--- config.mk ---
export PLATFORM = sky130hd
export DESIGN_NAME = da_fir_engine_flat
export DESIGN_NICKNAME = d
export VERILOG_FILES = /design/src/rtl/da_fir_pkg.sv /design/src/rtl/da_fir_engine_if.sv /design/src/rtl/da_tap_line.sv /design/src/rtl/da_fir_engine.sv /design/src/flat_wrapper.sv
export SDC_FILE = /design/constraint.sdc
export NUM_CORES = 1
export LEC_CHECK = 0
export CAP_MARGIN = 15
export CORE_MARGIN = 3
export CORE_UTILIZATION = 48
export DETAILED_ROUTE_END_ITERATION = 8
export GPL_ROUTABILITY_DRIVEN = 0
export PLACE_DENSITY = 0.74
export REMOVE_ABC_BUFFERS = 1
export SLEW_MARGIN = 20
export SYNTH_ARGS = -nofsm -noshare
export SYNTH_HDL_FRONTEND = slang
export SYNTH_SLANG_ARGS = --single-unit
--- constraint.sdc ---
create_clock -name i_clk -period 6.1 [get_ports i_clk]
set_input_delay 1.22 -clock i_clk [delete_from_list [all_inputs] [get_ports i_clk]]
set_output_delay 1.22 -clock i_clk [all_outputs]
set_load 0.05 [all_outputs]
--- src/rtl/da_fir_pkg.sv ---
// Shared constants and FSM state type for the distributed-arithmetic FIR engine.
package da_fir_pkg;
    localparam int DATA_W_DEF    = 12;
    localparam int TAPS_DEF      = 7;
    localparam int OPSIZE_DEF    = 12;
    localparam int ADDR_SIZE_DEF = 8;
    localparam int ACC_W_DEF     = OPSIZE_DEF + DATA_W_DEF;

    typedef enum logic [1:0] {
        ST_IDLE  = 2'd0,
        ST_ACCUM = 2'd1,
        ST_DONE  = 2'd2
    } fir_state_e;
endpackage

--- src/rtl/da_fir_engine_if.sv ---
// Sample-in / result-out handshakes plus the external coefficient ROM port.
interface da_fir_engine_if
    import da_fir_pkg::*;
#(
    parameter int DATA_W    = DATA_W_DEF,
    parameter int OPSIZE    = OPSIZE_DEF,
    parameter int ADDR_SIZE = ADDR_SIZE_DEF,
    parameter int ACC_W     = ACC_W_DEF
);
    logic [DATA_W-1:0]    i_x;
    logic                 i_x_valid;
    logic                 o_x_ready;
    logic                 o_rom_oe;
    logic [ADDR_SIZE-1:0] o_rom_addr;
    logic [OPSIZE-1:0]    i_rom_data;
    logic [ACC_W-1:0]     o_y;
    logic                 o_y_valid;
    logic                 i_y_ready;

    // Engine side: consumes samples and ROM words, produces results.
    modport slave (
        input  i_x, i_x_valid, i_rom_data, i_y_ready,
        output o_x_ready, o_rom_oe, o_rom_addr, o_y, o_y_valid
    );

    // Host side: feeds samples, models the ROM, drains results.
    modport master (
        output i_x, i_x_valid, i_rom_data, i_y_ready,
        input  o_x_ready, o_rom_oe, o_rom_addr, o_y, o_y_valid
    );
endinterface

--- src/rtl/da_tap_line.sv ---
// Sample delay line plus bit-slice selector forming the DA ROM address.
module da_tap_line #(
    parameter int DATA_W    = 12,
    parameter int TAPS      = 7,
    parameter int ADDR_SIZE = 8,
    parameter int BW        = 4
) (
    input  logic                 clk,
    input  logic                 rst_n,
    input  logic                 shift,
    input  logic [DATA_W-1:0]    x,
    input  logic [BW-1:0]        bit_sel,
    output logic [ADDR_SIZE-1:0] addr
);
    logic [TAPS-1:0][DATA_W-1:0] taps;

    for (genvar k = 0; k < TAPS; k++) begin : g_tap
        if (k == 0) begin : g_head
            always_ff @(posedge clk or negedge rst_n) begin
                if (!rst_n)     taps[0] <= '0;
                else if (shift) taps[0] <= x;
            end
        end else begin : g_body
            always_ff @(posedge clk or negedge rst_n) begin
                if (!rst_n)     taps[k] <= '0;
                else if (shift) taps[k] <= taps[k-1];
            end
        end
    end

    // Address bit k is bit 'bit_sel' of tap k; unused upper address bits stay 0.
    always_comb begin
        addr = '0;
        for (int k = 0; k < TAPS; k++) begin
            addr[k] = taps[k][bit_sel];
        end
    end
endmodule

--- src/rtl/da_fir_engine.sv ---
// Bit-serial distributed-arithmetic FIR: one ROM lookup per input bit, shift-accumulate.
module da_fir_engine
    import da_fir_pkg::*;
#(
    parameter int DATA_W    = DATA_W_DEF,
    parameter int TAPS      = TAPS_DEF,
    parameter int OPSIZE    = OPSIZE_DEF,
    parameter int ADDR_SIZE = ADDR_SIZE_DEF,
    parameter int ACC_W     = OPSIZE + DATA_W
) (
    input  logic              i_clk,
    input  logic              i_rst_n,
    da_fir_engine_if.slave    bus
);
    localparam int BW = (DATA_W > 1) ? $clog2(DATA_W) : 1;

    fir_state_e           state;
    logic [BW-1:0]        b;
    logic [ACC_W-1:0]     acc;
    logic [ACC_W-1:0]     term;
    logic [ADDR_SIZE-1:0] slice_addr;
    logic                 accept;
    logic                 last;

    assign accept = (state == ST_IDLE) && bus.i_x_valid;
    assign last   = (b == BW'(DATA_W - 1));
    assign term   = {{(ACC_W-OPSIZE){bus.i_rom_data[OPSIZE-1]}}, bus.i_rom_data} << b;

    da_tap_line #(
        .DATA_W    (DATA_W),
        .TAPS      (TAPS),
        .ADDR_SIZE (ADDR_SIZE),
        .BW        (BW)
    ) u_tap_line (
        .clk     (i_clk),
        .rst_n   (i_rst_n),
        .shift   (accept),
        .x       (bus.i_x),
        .bit_sel (b),
        .addr    (slice_addr)
    );

    always_ff @(posedge i_clk or negedge i_rst_n) begin
        if (!i_rst_n) begin
            state <= ST_IDLE;
            acc   <= '0;
            b     <= '0;
        end else begin
            case (state)
                ST_IDLE: begin
                    if (accept) begin
                        acc   <= '0;
                        b     <= '0;
                        state <= ST_ACCUM;
                    end
                end
                ST_ACCUM: begin
                    // The sign bit slice carries weight -2^(DATA_W-1), hence subtract.
                    acc <= last ? (acc - term) : (acc + term);
                    if (last) begin
                        b     <= '0;
                        state <= ST_DONE;
                    end else begin
                        b <= b + 1'b1;
                    end
                end
                ST_DONE: begin
                    if (bus.i_y_ready) state <= ST_IDLE;
                end
                default: state <= ST_IDLE;
            endcase
        end
    end

    assign bus.o_x_ready  = (state == ST_IDLE);
    assign bus.o_rom_oe   = (state == ST_ACCUM);
    assign bus.o_rom_addr = (state == ST_ACCUM) ? slice_addr : '0;
    assign bus.o_y_valid  = (state == ST_DONE);
    assign bus.o_y        = acc;
endmodule

--- src/flat_wrapper.sv ---
// flat-port wrapper written by rule: the top's interface ports become plain ports
module da_fir_engine_flat import da_fir_pkg::*;
#(
    parameter int DATA_W    = DATA_W_DEF,
    parameter int TAPS      = TAPS_DEF,
    parameter int OPSIZE    = OPSIZE_DEF,
    parameter int ADDR_SIZE = ADDR_SIZE_DEF,
    parameter int ACC_W     = OPSIZE + DATA_W
)
  (i_clk, i_rst_n, bus_i_x, bus_i_x_valid, bus_i_rom_data, bus_i_y_ready, bus_o_x_ready, bus_o_rom_oe, bus_o_rom_addr, bus_o_y, bus_o_y_valid);
  da_fir_engine_if #(.DATA_W(DATA_W), .OPSIZE(OPSIZE), .ADDR_SIZE(ADDR_SIZE), .ACC_W(ACC_W)) bus_i ();
  input  logic i_clk;
  input  logic i_rst_n;
  input wire logic [$bits(bus_i.i_x)-1:0] bus_i_x;
  input wire logic [$bits(bus_i.i_x_valid)-1:0] bus_i_x_valid;
  input wire logic [$bits(bus_i.i_rom_data)-1:0] bus_i_rom_data;
  input wire logic [$bits(bus_i.i_y_ready)-1:0] bus_i_y_ready;
  output wire logic [$bits(bus_i.o_x_ready)-1:0] bus_o_x_ready;
  output wire logic [$bits(bus_i.o_rom_oe)-1:0] bus_o_rom_oe;
  output wire logic [$bits(bus_i.o_rom_addr)-1:0] bus_o_rom_addr;
  output wire logic [$bits(bus_i.o_y)-1:0] bus_o_y;
  output wire logic [$bits(bus_i.o_y_valid)-1:0] bus_o_y_valid;
  assign bus_i.i_x = bus_i_x;
  assign bus_i.i_x_valid = bus_i_x_valid;
  assign bus_i.i_rom_data = bus_i_rom_data;
  assign bus_i.i_y_ready = bus_i_y_ready;
  assign bus_o_x_ready = bus_i.o_x_ready;
  assign bus_o_rom_oe = bus_i.o_rom_oe;
  assign bus_o_rom_addr = bus_i.o_rom_addr;
  assign bus_o_y = bus_i.o_y;
  assign bus_o_y_valid = bus_i.o_y_valid;
  da_fir_engine #(.DATA_W(DATA_W), .TAPS(TAPS), .OPSIZE(OPSIZE), .ADDR_SIZE(ADDR_SIZE), .ACC_W(ACC_W)) u_core (.i_clk(i_clk), .i_rst_n(i_rst_n), .bus(bus_i));
endmodule
## After elaboration in Yosys (flattened, before gate mapping)

Cells that the tools add are included.

| word-level totals | value |
|---|---|
| bits in registers | 114 |
| input bits | 28 |
| output and inout bits | 35 |
| logic and storage cells | 51 |

| operators by class | value |
|---|---|
| $add $sub $neg | 3 |
| magnitude comparators | 1 |
| eq/ne operators | 6 |
| shift operators | 1 |
| muxes and demuxes | 25 |
| reduce and logical (&&, ||, !) cells | 5 |

Operators by type and width:

| kind | count |
|---|---|
| 2-to-1 mux 24 bit | 2 |
| case mux 24 bit (2 select lines) | 1 |
| binary-select mux 1 bit (select 4 bit) | 7 |
| adder 24 bit | 1 |
| left shift 24 x 4 -> 24 bit | 1 |
| subtractor 24 bit | 1 |
| 2-to-1 mux 4 bit | 2 |
| case mux 4 bit (2 select lines) | 1 |
| 2-to-1 mux 1 bit | 7 |
| 2-to-1 mux 7 bit | 1 |
| 2-to-1 mux 2 bit | 3 |
| case mux 2 bit (3 select lines) | 1 |
| less-than comparator 4 x 5 -> 1 bit, second input constant | 1 |
| adder 4 x 1 -> 4 bit, second input constant | 1 |
| equality test 4 bit, second input constant | 1 |
| inequality test 2 x 1 -> 1 bit, second input constant | 2 |
| AND reduction 3 bit | 1 |
| equality test 2 x 1 -> 1 bit, second input constant | 1 |
| equality test 2 bit, second input constant | 1 |
| zero test 2 bit | 1 |
| inequality test 2 bit, second input constant | 1 |
| AND reduction 2 bit | 1 |
| nonzero test 2 bit | 1 |
| logical AND 1 bit | 1 |

## Depth between registers and ports, before layout

| depth | value |
|---|---|
| depth after elaboration | 4 |
| gate-level depth with buffers | 21 |
| gate-level depth less buffers | 20 |

## By module

Synthesis repeated with hierarchy kept, for this count alone.

| unflattened totals | value |
|---|---|
| cell total of the unflattened synthesis | 755 |
| area, all modules | 7,895.1 µm² |

By module, submodules not included:

| module | times used | cells each | area each (µm²) | sequential area each (µm²) |
|---|---|---|---|---|
| da_fir_engine | 1 | 510 | 4,051.4 | 750.7 |
| da_tap_line | 1 | 245 | 3,843.7 | 2,102.0 |

## Least setup slack after synthesis

Ideal clock, no wire load.

| path | value |
|---|---|
| path type | input port to flip-flop |
| start point | in bus_i_rom_data[0] |
| end point | reg u_core.acc[16], in the netlist u_core.bus.o_y[16] |
| setup time | 0.138 ns |
| arrival | 4.652 ns |
| data required time | 5.962 ns |
| setup slack | 1.310 ns |
| stages on the path | 18 |
| buffers on the path | 1 |
| cells stage by stage | clkbuf_1 and2b_1 a222oi_1 or2_2 nand3_1 or2_2 a21oi_1 a21oi_1 nand2_1 ha_1 or3_1 o22a_1 o41ai_1 o21ai_0 a21o_1 a21oi_1 xor2_1 o22ai_1 |

| between the ends | value |
|---|---|
| cells in the longest elaborated chain, start to end | 4 |
| elaborated cells on any way between the ends | 5 |
| classes of those cells | 2 x add/sub; 1 x shift; 2 x mux |

Ends and longest elaborated chain:

| what | RTL line | text |
|---|---|---|
| start, declared | flat_wrapper.sv:16 | `input wire logic [$bits(bus_i.i_rom_data)-1:0] bus_i_rom_data;` |
| left shift 24 x 4 -> 24 bit (*) | da_fir_engine.sv:27 | `assign term = {{(ACC_W-OPSIZE){bus.i_rom_data[OPSIZE-1]}}, bus.i_rom_data} << b;` |
| adder 24 bit or subtractor 24 bit (tied branches) | da_fir_engine.sv:59 | `acc <= last ? (acc - term) : (acc + term);` |
| 2-to-1 mux 24 bit (*) | da_fir_engine.sv:59 |  |
| case mux 24 bit (2 select lines) (*) | da_fir_engine.sv:49 | `case (state)` |
| end signal, assigned | da_fir_engine.sv:59 |  |
| end, declared | da_fir_engine.sv:19 | `logic [ACC_W-1:0] acc;` |

Every way passes the cells marked *; elsewhere a longest branch is shown, timed or not.
A chain may end at the register's enable or synchronous reset.

## Final worst setup path

| path | value |
|---|---|
| start point | in bus_i_rom_data[3] |
| end point | reg u_core.acc[23], in the netlist u_core.bus.o_y[23] |

Same word-level chain as after synthesis.

==> metrics.md <==
| Metric | Value |
|---|---|
| Run status | `finished clean` |
| CTS tree | `yes` |
| Synth top area cells | `dfrtp_1, mux2_2, mux4_2` |
| RSZ-0062 raised after global routing | `no` |
| Critical-path cell list | `clkdlybuf4s50_1 -> mux2i_1 -> mux4_2 -> a21oi_1 -> nor2_1 -> and3b_1 -> a31oi_1 -> nor2_1 -> xor2_1 -> ha_1 -> o211ai_1 -> nor2_1 -> a221oi_1 -> nand2_1 -> o22ai_1 -> o211ai_1 -> o211ai_1 -> xnor2_1 -> o21ai_1` |
| Diodes inserted | `0` |
| FMAX | `180 MHz` |
| Total CTS buffers | `17` |
| CP max-delay cell | `clkdlybuf4s50_1` |
| Vias | `around 5,800` |
| Fin crit share | `0.912` |
| Crit-path max cell delay | `approximately 0.65 ns` |
| Synth-to-Final Area Change | `17.3%` |
| CP required | `around 6.4 ns` |
| Die Y | `131 µm` |
| Post-cts sizing count | `0` |
| Post-synth EDFFs | `0` |
| DRT Pass-1 Iters | `5` |
| Worst Max-Slew Pin Slew | `between 1 and 1.5 ns` |
| WL final | `approximately 17 mm` |
| Detail-routed via count per cell | `slightly below 6` |
| Post-synth cell types | `between 60 and 70` |
| Core Region | `15,300 µm²` |
| Register bit total from synthesis | `roughly 110` |
| Setup TNS Final | `0 ns` |
| Primary FF master, synth | `dfrtp_1` |
| GRT overflow | `0` |
| Post-CTS Hold Fix Bufs | `0` |
| Proportion of layout cells with a drive suffix above 1 | `0.222` |
| Max FO, Critical Path | `8` |
| Final hold vios | `0` |
| Final setup vio count | `0` |
| Crit Path Category | `in -> reg` |
| Crit end category | `flop` |
| Worst clock skew | `between 0.007 and 0.008 ns` |
| Top-area cell type share of the netlist area | `0.379` |
| HPWL Detailed | `approximately 12 mm` |
| Tot GR Track Use | `0.204` |
| Initial antenna violation count | `0` |
| Clk Latency, worst-skew pair | `0.41 ns` |
| First-pass GRT wire length | `~29 mm` |
| Post-synthesis sequential area ratio | `0.379` |
| Worst EP arrival | `around 5.8 ns` |
| I/O pin count | `63` |
| Post-CTS Setup Bufs | `0` |
| Fin util | `0.578` |
| Most common library cell in the layout ignoring fill and taps | `dfrtp_1` |
| Slew HR | `0.326` |
| Synth Area per Inst | `10.6 µm²` |
| Post-layout min period | `~5.6 ns` |
| Clock Pin Slew Worst Setup and Hold Paths | `0.05 ns` |
| Area of the die | `17,200 µm²` |
| Root Driver | `clkbuf_16` |
| Max clock buf depth | `2` |
| TritonCTS Sinks | `approximately 110` |
| Fin nets | `810` |
| Drc violations | `0` |
| Post-DRT Antenna Nets | `0` |
| Die span in x | `~130 µm` |
| Fin. max-slew vios | `0` |
| H-Tree Depth | `4` |
| Initial Util | `0.493` |
| Pin count of the biggest net entering global routing | `between 70 and 80` |
| PortBufs | `61` |
| Via count of the first global-routing pass | `just under 6,000` |
| Synthesized instance count | `711` |
| Number of warnings issued by yosys | `0` |
| Row cnt | `45` |
| Asr flop ratio synth | `1.00` |
| Mapped Area | `7520 µm²` |
| CP Launch Type | `primary input` |
| Worst min-delay path category | `reg -> reg` |
| Max Cap Violations | `0` |
| Initial DRC count | `about 380` |
| Dominant cell type by area after synthesis | `dfrtp_1` |
| Per-cell routed wire length | `17.7 µm` |
| Most frequent cells in the layout | `dfrtp_1, mux2_2, nand2_1, clkdlybuf4s50_1, nor2_1` |
[registers in the layout (all words and copies together) (netlist names)]
name                    cells
u_core.bus.o_y             24
u_core.u_tap_line.taps     84
u_core.b                    4
u_core.state                2
[final cells by class]
class / instances / area (µm²)
fill: 1294 / 6440
multi-input combinational: 536 / 4400
sequential: 114 / 2860
timing repair buffer: 70 / 676
clock buffer: 22 / 444
tap: 211 / 264
clock inverter: 9 / 110
inverter: 16 / 73.8
[layer usage]
layer / GRT usage / routed length (µm) / vias to the layer above
met5: 0 / 0 / -
met4: 0.0718 / 429 / 0
met3: 0.0456 / 879 / 42
met2: 0.363 / 8960 / 185
met1: 0.243 / 7010 / 2855
li1: - / - / 2701
[stage by stage]
stage | worst slack (ns) | instance area, µm² | std cells | hold slack, ns
detailed placement | 0.235 | 8270 | 947 | 0.493
global placement | 0.410 | 8270 | 947 | 0.487
global route | 0.220 | 8820 | 978 | 0.522
floorplan | 0.849 | 7320 | 666 | 0.475
finish | 0.539 | 8820 | 978 | 0.503
CTS | 0.615 | 8820 | 978 | 0.505
[final timing paths]
path	startpoint	endpoint	slack, ns	cells past startpoint
max	bus_i_rom_data[3]	u_core.bus.o_y[23]$_DFFE_PN0P_	0.54	19
min	u_core.u_tap_line.taps[82]$_DFFE_PN0P_	u_core.u_tap_line.taps[82]$_DFFE_PN0P_	0.50	1
max reg2reg	u_core.b[1]$_DFFE_PN0P_	u_core.bus.o_y[23]$_DFFE_PN0P_	0.88	20
min reg2reg	u_core.u_tap_line.taps[82]$_DFFE_PN0P_	u_core.u_tap_line.taps[82]$_DFFE_PN0P_	0.50	1
max in group asynchronous	i_rst_n	u_core.u_tap_line.taps[46]$_DFFE_PN0P_	4.13	2
min in group asynchronous	i_rst_n	u_core.bus.o_y[4]$_DFFE_PN0P_	0.92	1
[critical path, delay by kind of cell]
kind / cells / cell delay [ns]
AOI/OAI and AO/OA: 8 / 1.84
muxes: 2 / 0.80
xor gates and xnor gates: 2 / 0.33
adders and majority gates: 1 / 0.38
buffers and inverters: 1 / 0.65
and+or+nand+nor: 5 / 0.60
[cell families (layout without fill, tap and decap cells)]
group | Yosys count | count (layout) | synth area share
AO/OA/AOI/OAI | 151 | 151 | 0.129
XOR/XNOR | 41 | 41 | 0.0478
adder cells (fa/ha/maj) | 27 | 27 | 0.0459
buffers and inverters | 61 | 117 | 0.0364
flip-flops | 114 | 114 | 0.379
multiplexers | 135 | 135 | 0.249
other | 1 | 1 | 0.000499
AND/OR/NAND/NOR | 181 | 181 | 0.112
[synthesized netlist by cell type, types with 3 or more instances]
cell type,instances
a21boi_0,3
mux2_2,85
xor2_1,18
nor2_1,52
a21o_1,4
o21a_1,6
nor3_1,8
or2_2,3
nand2_1,65
nor2b_1,12
buf_2,7
and2_1,3
clkbuf_1,27
xnor2_1,23
o21ai_0,24
o22ai_1,21
nand2b_1,10
mux4_1,3
dfrtp_1,114
nand4_1,3
a21oi_1,49
ha_1,26
or3_1,3
nor4_1,3
o31ai_1,5
o21ai_1,3
o311ai_0,3
inv_1,14
buf_1,7
nand3_1,10
a31oi_1,5
mux2i_1,15
o211ai_1,5
mux4_2,27
Power is not shown: default switching activity piles up to over one toggle a cycle in this logic, so the estimate is an artifact.
